## src/rtl/rv_pc_pkg.sv

```systemverilog
// Shared definitions for the fetch PC generator.
// Contents:
//   pc_src_e - next-PC source, listed from highest to lowest priority
//   PC_INC4  - sequential increment for 4-byte instructions
//   PC_INC2  - sequential increment for compressed instructions
package rv_pc_pkg;

   typedef enum logic [2:0] {
      SRC_TRAP,
      SRC_REDIR,
      SRC_PEND,
      SRC_RAS,
      SRC_SEQ
   } pc_src_e;

   localparam int unsigned PC_INC4 = 4;
   localparam int unsigned PC_INC2 = 2;

endpackage

```

## src/rtl/pc_ras.sv

```systemverilog
// Circular return-address stack used for return prediction.
// Ports:
//   CLK    in   clock
//   RST    in   synchronous active-high reset (clears pointer and count)
//   PUSH   in   write WDATA as the new top
//   POP    in   discard the top entry (ignored when empty)
//   FLUSH  in   drop all entries (count -> 0)
//   WDATA  in   return address to push
//   TOP    out  current top entry
//   EMPTY  out  count is zero
// A push on a full stack overwrites the oldest entry; the count saturates.
// A push together with a pop on a non-empty stack replaces the top in place.
module pc_ras
   import rv_pc_pkg::*;
#(
   parameter int unsigned XLEN  = 32,
   parameter int unsigned DEPTH = 4
) (
   input  logic            CLK,
   input  logic            RST,
   input  logic            PUSH,
   input  logic            POP,
   input  logic            FLUSH,
   input  logic [XLEN-1:0] WDATA,
   output logic [XLEN-1:0] TOP,
   output logic            EMPTY
);

   localparam int unsigned PW = $clog2(DEPTH);
   localparam logic [PW:0] CNT_FULL = (PW+1)'(DEPTH);

   logic [XLEN-1:0] mem [DEPTH];
   logic [PW-1:0]   ptr;      // next free slot; top lives at ptr-1
   logic [PW-1:0]   top_idx;
   logic [PW:0]     count;
   logic            nonempty;
   logic            do_replace;
   logic            do_push;
   logic            do_pop;

   always_comb begin
      top_idx    = ptr - 1'b1;
      nonempty   = (count != '0);
      do_replace = !FLUSH && PUSH && POP && nonempty;
      do_push    = !FLUSH && PUSH && !do_replace;
      do_pop     = !FLUSH && POP && !PUSH && nonempty;
   end

   assign TOP   = mem[top_idx];
   assign EMPTY = !nonempty;

   always_ff @(posedge CLK) begin
      if (RST) begin
         ptr   <= '0;
         count <= '0;
      end else if (FLUSH) begin
         count <= '0;
      end else if (do_push) begin
         ptr <= ptr + 1'b1;
         if (count != CNT_FULL)
            count <= count + 1'b1;
      end else if (do_pop) begin
         ptr   <= ptr - 1'b1;
         count <= count - 1'b1;
      end
   end

   // Storage needs no reset: an entry is only read once it has been pushed.
   always_ff @(posedge CLK) begin
      if (!RST) begin
         if (do_replace)
            mem[top_idx] <= WDATA;
         else if (do_push)
            mem[ptr] <= WDATA;
      end
   end

endmodule

```

## src/rtl/pc_gen_unit.sv

```systemverilog
// Fetch PC generator: holds PCF and picks the next PC by priority from
// trap, EX redirect, buffered redirect, RAS prediction or sequential.
// Ports:
//   CLK, RST           clock, synchronous active-high reset
//   EN                 fetch advance (0 = stall)
//   INC2               current instruction is compressed (C_EXT=1 only)
//   TRAP_VALID/TARGET  trap redirect request and handler address
//   REDIR_VALID/TARGET mispredict redirect from EX
//   RAS_PUSH, RAS_POP  fetched instruction is a call / return
//   PCF                current fetch PC
//   PCPlusF            PCF + 4 (or + 2 for compressed), combinational
//   MISALIGN           last loaded target was misaligned
//   PEND_VALID         a redirect captured during a stall is waiting
//   RAS_EMPTY          return stack holds no entries
module pc_gen_unit
   import rv_pc_pkg::*;
#(
   parameter int unsigned     XLEN         = 32,
   parameter logic [XLEN-1:0] RESET_VECTOR = '0,
   parameter int unsigned     RAS_DEPTH    = 4,
   parameter bit              C_EXT        = 1'b0
) (
   input  logic            CLK,
   input  logic            RST,
   input  logic            EN,
   input  logic            INC2,
   input  logic            TRAP_VALID,
   input  logic [XLEN-1:0] TRAP_TARGET,
   input  logic            REDIR_VALID,
   input  logic [XLEN-1:0] REDIR_TARGET,
   input  logic            RAS_PUSH,
   input  logic            RAS_POP,
   output logic [XLEN-1:0] PCF,
   output logic [XLEN-1:0] PCPlusF,
   output logic            MISALIGN,
   output logic            PEND_VALID,
   output logic            RAS_EMPTY
);

   localparam logic [XLEN-1:0] BIT0_CLR = {{(XLEN-1){1'b1}}, 1'b0};

   logic [XLEN-1:0] pcf_q;
   logic [XLEN-1:0] pend_target_q;
   logic            pend_valid_q;
   logic            pend_trap_q;
   logic            misalign_q;

   pc_src_e         src;
   logic [XLEN-1:0] sel_target;
   logic [XLEN-1:0] load_target;
   logic [XLEN-1:0] next_pc;
   logic [XLEN-1:0] inc;
   logic [XLEN-1:0] ras_top;
   logic            ras_empty;
   logic            trap_load;
   logic            misalign_next;
   logic            ras_push;
   logic            ras_pop;
   logic            ras_flush;

   assign inc     = (C_EXT && INC2) ? XLEN'(PC_INC2) : XLEN'(PC_INC4);
   assign PCPlusF = pcf_q + inc;

   always_comb begin
      src           = SRC_SEQ;
      sel_target    = '0;
      trap_load     = 1'b0;
      next_pc       = PCPlusF;
      misalign_next = 1'b0;

      if (TRAP_VALID) begin
         src        = SRC_TRAP;
         sel_target = TRAP_TARGET;
         trap_load  = 1'b1;
      end else if (REDIR_VALID) begin
         src        = SRC_REDIR;
         sel_target = REDIR_TARGET;
      end else if (pend_valid_q) begin
         src        = SRC_PEND;
         sel_target = pend_target_q;
         trap_load  = pend_trap_q;
      end else if (RAS_POP && !ras_empty) begin
         src = SRC_RAS;
      end

      load_target = sel_target & BIT0_CLR;

      case (src)
         SRC_TRAP, SRC_REDIR, SRC_PEND: begin
            next_pc       = load_target;
            misalign_next = C_EXT ? 1'b0 : load_target[1];
         end
         SRC_RAS: next_pc = ras_top;
         default: next_pc = PCPlusF;
      endcase

      // The stack only moves on cycles where it is (or could be) the source.
      ras_push  = EN && RAS_PUSH && (src == SRC_RAS || src == SRC_SEQ);
      ras_pop   = EN && (src == SRC_RAS);
      ras_flush = EN && trap_load;
   end

   always_ff @(posedge CLK) begin
      if (RST) begin
         pcf_q         <= RESET_VECTOR;
         misalign_q    <= 1'b0;
         pend_valid_q  <= 1'b0;
         pend_trap_q   <= 1'b0;
         pend_target_q <= '0;
      end else if (EN) begin
         pcf_q        <= next_pc;
         misalign_q   <= misalign_next;
         // Either the pending entry is consumed now or a live source superseded it.
         pend_valid_q <= 1'b0;
         pend_trap_q  <= 1'b0;
      end else begin
         if (TRAP_VALID) begin
            pend_target_q <= TRAP_TARGET;
            pend_trap_q   <= 1'b1;
            pend_valid_q  <= 1'b1;
         end else if (REDIR_VALID && !(pend_valid_q && pend_trap_q)) begin
            pend_target_q <= REDIR_TARGET;
            pend_trap_q   <= 1'b0;
            pend_valid_q  <= 1'b1;
         end
      end
   end

   pc_ras #(
      .XLEN  (XLEN),
      .DEPTH (RAS_DEPTH)
   ) u_ras (
      .CLK   (CLK),
      .RST   (RST),
      .PUSH  (ras_push),
      .POP   (ras_pop),
      .FLUSH (ras_flush),
      .WDATA (PCPlusF),
      .TOP   (ras_top),
      .EMPTY (ras_empty)
   );

   assign PCF        = pcf_q;
   assign MISALIGN   = misalign_q;
   assign PEND_VALID = pend_valid_q;
   assign RAS_EMPTY  = ras_empty;

endmodule

```

## config.mk

```make
export PLATFORM = sky130hd
export DESIGN_NAME = pc_gen_unit
export DESIGN_NICKNAME = d
export VERILOG_FILES = /design/src/rtl/rv_pc_pkg.sv /design/src/rtl/pc_ras.sv /design/src/rtl/pc_gen_unit.sv
export SDC_FILE = /design/constraint.sdc
export NUM_CORES = 1
export LEC_CHECK = 0
export BUFFER_PORTS_ARGS = -buffer_cell sky130_fd_sc_hd__buf_2
export CAP_MARGIN = 15
export CORE_MARGIN = 2
export CORE_UTILIZATION = 35
export CTS_CLUSTER_SIZE = 8
export DETAILED_ROUTE_END_ITERATION = 10
export GPL_TIMING_DRIVEN = 0
export PLACE_DENSITY = 0.61
export SYNTH_ARGS = -nofsm -noshare
export SYNTH_HDL_FRONTEND = slang
export SYNTH_SLANG_ARGS = --single-unit
export TNS_END_PERCENT = 5
```

## constraint.sdc

```tcl
create_clock -name CLK -period 5.4 [get_ports CLK]
set_clock_uncertainty 0.05 [all_clocks]
set_input_delay 0.54 -clock CLK [delete_from_list [all_inputs] [get_ports CLK]]
set_output_delay 0.54 -clock CLK [all_outputs]
set_load 0.02 [all_outputs]
```

==> results.txt <==
- Number of cells produced by synthesis: 797
* H-tree level count: 4
* Peak fanout along the critical path: 10
* Residual DRC: 0
- Total Nets Final: 1032
- Post-synthesis instance area: 9464 um2
* Routed wirelength normalized by instance count: 23.43 um
* Timing startpoint of the critical path: PCF[2]
* Total power consumption of the routed design: 3.337 mW
- The startpoint identified for the worst hold timing path is REDIR_TARGET[1].
* Number of endpoints with negative hold slack in the final report: 0
- Wire length of the first global-routing pass: 44.93 mm
* Flip-flop and latch count after synthesis: 199
* Prevailing post-synth register cell: sky130_fd_sc_hd__edfxtp_1
* Post-CTS clock slew at the launch and capture registers of the worst setup and hold paths: 70 ps
- Final min period: 3718 ps
- The tree is rooted in a sky130_fd_sc_hd__clkbuf_16.
* Pin count of the biggest net entering global routing: 18
* I/O pins: 139
- CORE AREA: 26730 um2
- Wires add up to 30.74 mm.
- Clock latency on the worst-skew pair, taken at its later pin, is 440 ps.
- Worst EP arrival: 3130 ps
- EDFF count, synth: 128
- The longest clock path from root to sink contains 2 buffers.
- By area the synthesized netlist is led by sky130_fd_sc_hd__edfxtp_1 (41%), sky130_fd_sc_hd__dfxtp_1 (15%), sky130_fd_sc_hd__mux2i_1 (5.6%).
- Number of warnings reported in the yosys synthesis log: 0
- Post-Syn Nets: 871
- Slew at the pin closest to its max-slew limit: 983.0 ps
* RSZ-0062 raised after global routing: false
- Layout area overhead: 18.76%
- Sequential cell area fraction in the yosys report: 55.63%
- Clock tree synthesis found a total of 199 sinks.
- The worst hold path passes through 3 cells.
- Total Die Area: 28370 um2
* Power share of the clock group: 36.1%
* Die boundary height: 168.4 um
- Library cell with the largest summed area after synthesis: sky130_fd_sc_hd__edfxtp_1
- Sequential cell fraction of total power: 51.2%
* Remaining number of nets flagged by the antenna check after routing: 0
* Worst Hold Endpoint: pend_target_q[1]
- The critical path is of the reg2out type.
- Cells fill 42.06% of the core in the end.
- Synthesized area per cell: 11.87 um2
- Post-CTS setup buffer count: 0
- With fillers left out, the area of the finished cells amounts to 11240 um2.
* Chip Width: 168.4 um
* Total track usage: 21.56%
- For this design the total switching power over the nets is 895.4 uW.
- Initial detailed-routing violation count: 639
- Placed wire-length estimate: 22.83 mm
- The post-route netlist has 26.06% of its cells at a drive strength greater than 1.
- The worst setup path is launched from a flip-flop.
* Net Sw Frac: 26.83%
- Rows: 60
- CTS buffer count: 17
- Antenna fix cells: 0
- Timing-limited maximum frequency: 268.9 MHz
- Overflow left after global routing: 0
- In this run the power density over the cells is 296.9 nW/um2.
* Crit share post-route: 68.86%
- Commonest cells post-synth: sky130_fd_sc_hd__edfxtp_1 (128), sky130_fd_sc_hd__dfxtp_1 (71), sky130_fd_sc_hd__nor2_1 (62), sky130_fd_sc_hd__nand2_1 (55), sky130_fd_sc_hd__mux2i_1 (53)
- Max-slew violation total from the final report: 0
- TritonCTS built the clock tree.
* Starting utilization of the core area: 35.41%
* Resized Gates After CTS: 0
- Hold repair after CTS inserted 0 buffers.
- Setup Total Neg Slack: 0 ps
* Worst flop-to-flop path endpoint: u_ras.count[2]
- Combinational group share of total power: 12.7%
* Vias per cell: 5.690
- Number of antenna violations at the first check in global routing: 0
- Drt first pass iters: 5
- Slew Limit Headroom: 34.47%
- Worst R2R Path Depth: 11
- Worst voltage drop across the vdd grid: 0.1375 mV
- The analysis attributes to cell leakage a power of 4.027 nW.
* Via count: 7465
* Type of the most critical hold path: in2reg
- R2R setup slack: 2100 ps
- The number of global-route vias before repair was 7149.
* Synth async-reset ratio: 0%
- Worst reg2reg path startpoint: PEND_VALID
- STA classifies the critical path endpoint as a primary output.
* Most repeated cell in the gate-level netlist after synthesis: sky130_fd_sc_hd__edfxtp_1
* Setup violations, final: 0
- The count of buffers added on input and output ports is 132.
- Hold is met by 355.3 ps.
- The flow ran to the end, and the final reports show no timing, DRC or antenna violations.
- In this run the biggest area consumer among cell types represents 40.61% of the synthesized area.
- For the worst setup path, the data required time is 4810 ps.
* Post-DP Area: 10700 um2
- Max-cap violations in this run came to 0.
- In this run, distinct cell masters in the synthesized netlist total 68.
- Weighted congestion reported at the end of routability-driven placement: 0.9137
- Internal power comes to 2.442 mW.
## power groups by stage
stage	logic, mW	clock network (mW)	registers (mW)
floorplan	0.232	0	1.75
global placement	0.412	0	1.74
detailed placement	0.420	0	1.74
CTS	0.421	1.22	1.71
global route	0.454	1.27	1.71
finish	0.424	1.20	1.71
## cells in the final DEF (no fill, tap or decap), drive strengths merged, types with 4 or more instances in the layout
cell type  Yosys  routed
nor2          64      64
a221oi         8       8
and2           5       5
o22ai         14      14
nand2b         7       7
o221ai         7       7
a31oi         22      22
inv           11      12
and3           4       4
nor3b          4       4
xor2          10      10
clkinv         0       8
o31ai          4       4
buf           38     180
nand3b         6       6
a211oi        38      38
mux2i         53      53
nand2         55      55
o31a           5       5
xnor2         21      21
o21ai         25      25
nand3         17      17
mux4          21      21
clkbuf        24      44
a21oi         38      38
dfxtp         71      71
or3           13      13
a311oi         7       7
nor4           7       7
a22oi          5       5
nor3          13      13
edfxtp       128     128
nand4         12      12
## state kept, by name (all words and copies together) (netlist names)
name and cells:
PCF 32, pend_trap_q 1, u_ras.ptr 2, PEND_VALID 1, u_ras.count 3, u_ras.mem 128
pend_target_q 31, MISALIGN 1
## area by class of cell
class | instances | area (um2)
well taps | 341 | 426.7
multi-input cells | 525 | 3879
repair buffers | 142 | 779.5
plain buffers | 62 | 306.5
fillers | 2605 | 15490
clock buffers | 20 | 436.7
clock inverters | 12 | 105.1
flip-flops and latches | 199 | 5265
inverters | 11 | 41.29
## through the flow
stage               std cells  setup slack (ps)
floorplan                 797             369.0
global placement         1270             -2451
detailed placement       1280              1892
CTS                      1312              1719
global route             1312              1547
finish                   1312              1682
## kinds of logic after synthesis
family / count (synthesis) / synth area share [%]
AOI/OAI and AO/OA: 197 / 14.29
buffers and inverters: 73 / 3.675
xor gates and xnor gates: 31 / 2.869
and+or+nand+nor: 219 / 12.43
muxes: 76 / 10.84
adders and majority gates: 2 / 0.2644
DFF: 199 / 55.63
## how the worst max path moves through the flow
| stage | cells past startpoint | endpoint |
|---|---|---|
| after global placement | 4 | u_ras.mem[2][27] |
| after global routing | 7 | PCPlusF[30] |
| final | 7 | PCPlusF[30] |
| after detailed placement | 6 | u_ras.mem[2][27] |
| after CTS | 7 | PCPlusF[30] |
| after floorplan | 4 | u_ras.mem[0][0] |
## critical path, cell delays in order, from the launching register on
cell and delay [ps]:
sky130_fd_sc_hd__dfxtp_1 490, sky130_fd_sc_hd__ha_1 310, sky130_fd_sc_hd__nand3_2 310, sky130_fd_sc_hd__nor3_4 440
sky130_fd_sc_hd__nand2_1 220, sky130_fd_sc_hd__nor2_1 180, sky130_fd_sc_hd__xor2_1 460, sky130_fd_sc_hd__buf_2 260
## metal layers
metal  vias to the layer above  part of all wire (%)  GRT usage (%)
met3                        53                   5.7          3.103
li1                       3401                     -              -
met2                       308                    48          34.89
met1                      3703                    44          29.35
met4                         0                   2.8          8.396
met5                         -                     0              0
Note: power is estimated with default switching activity, not from simulation.
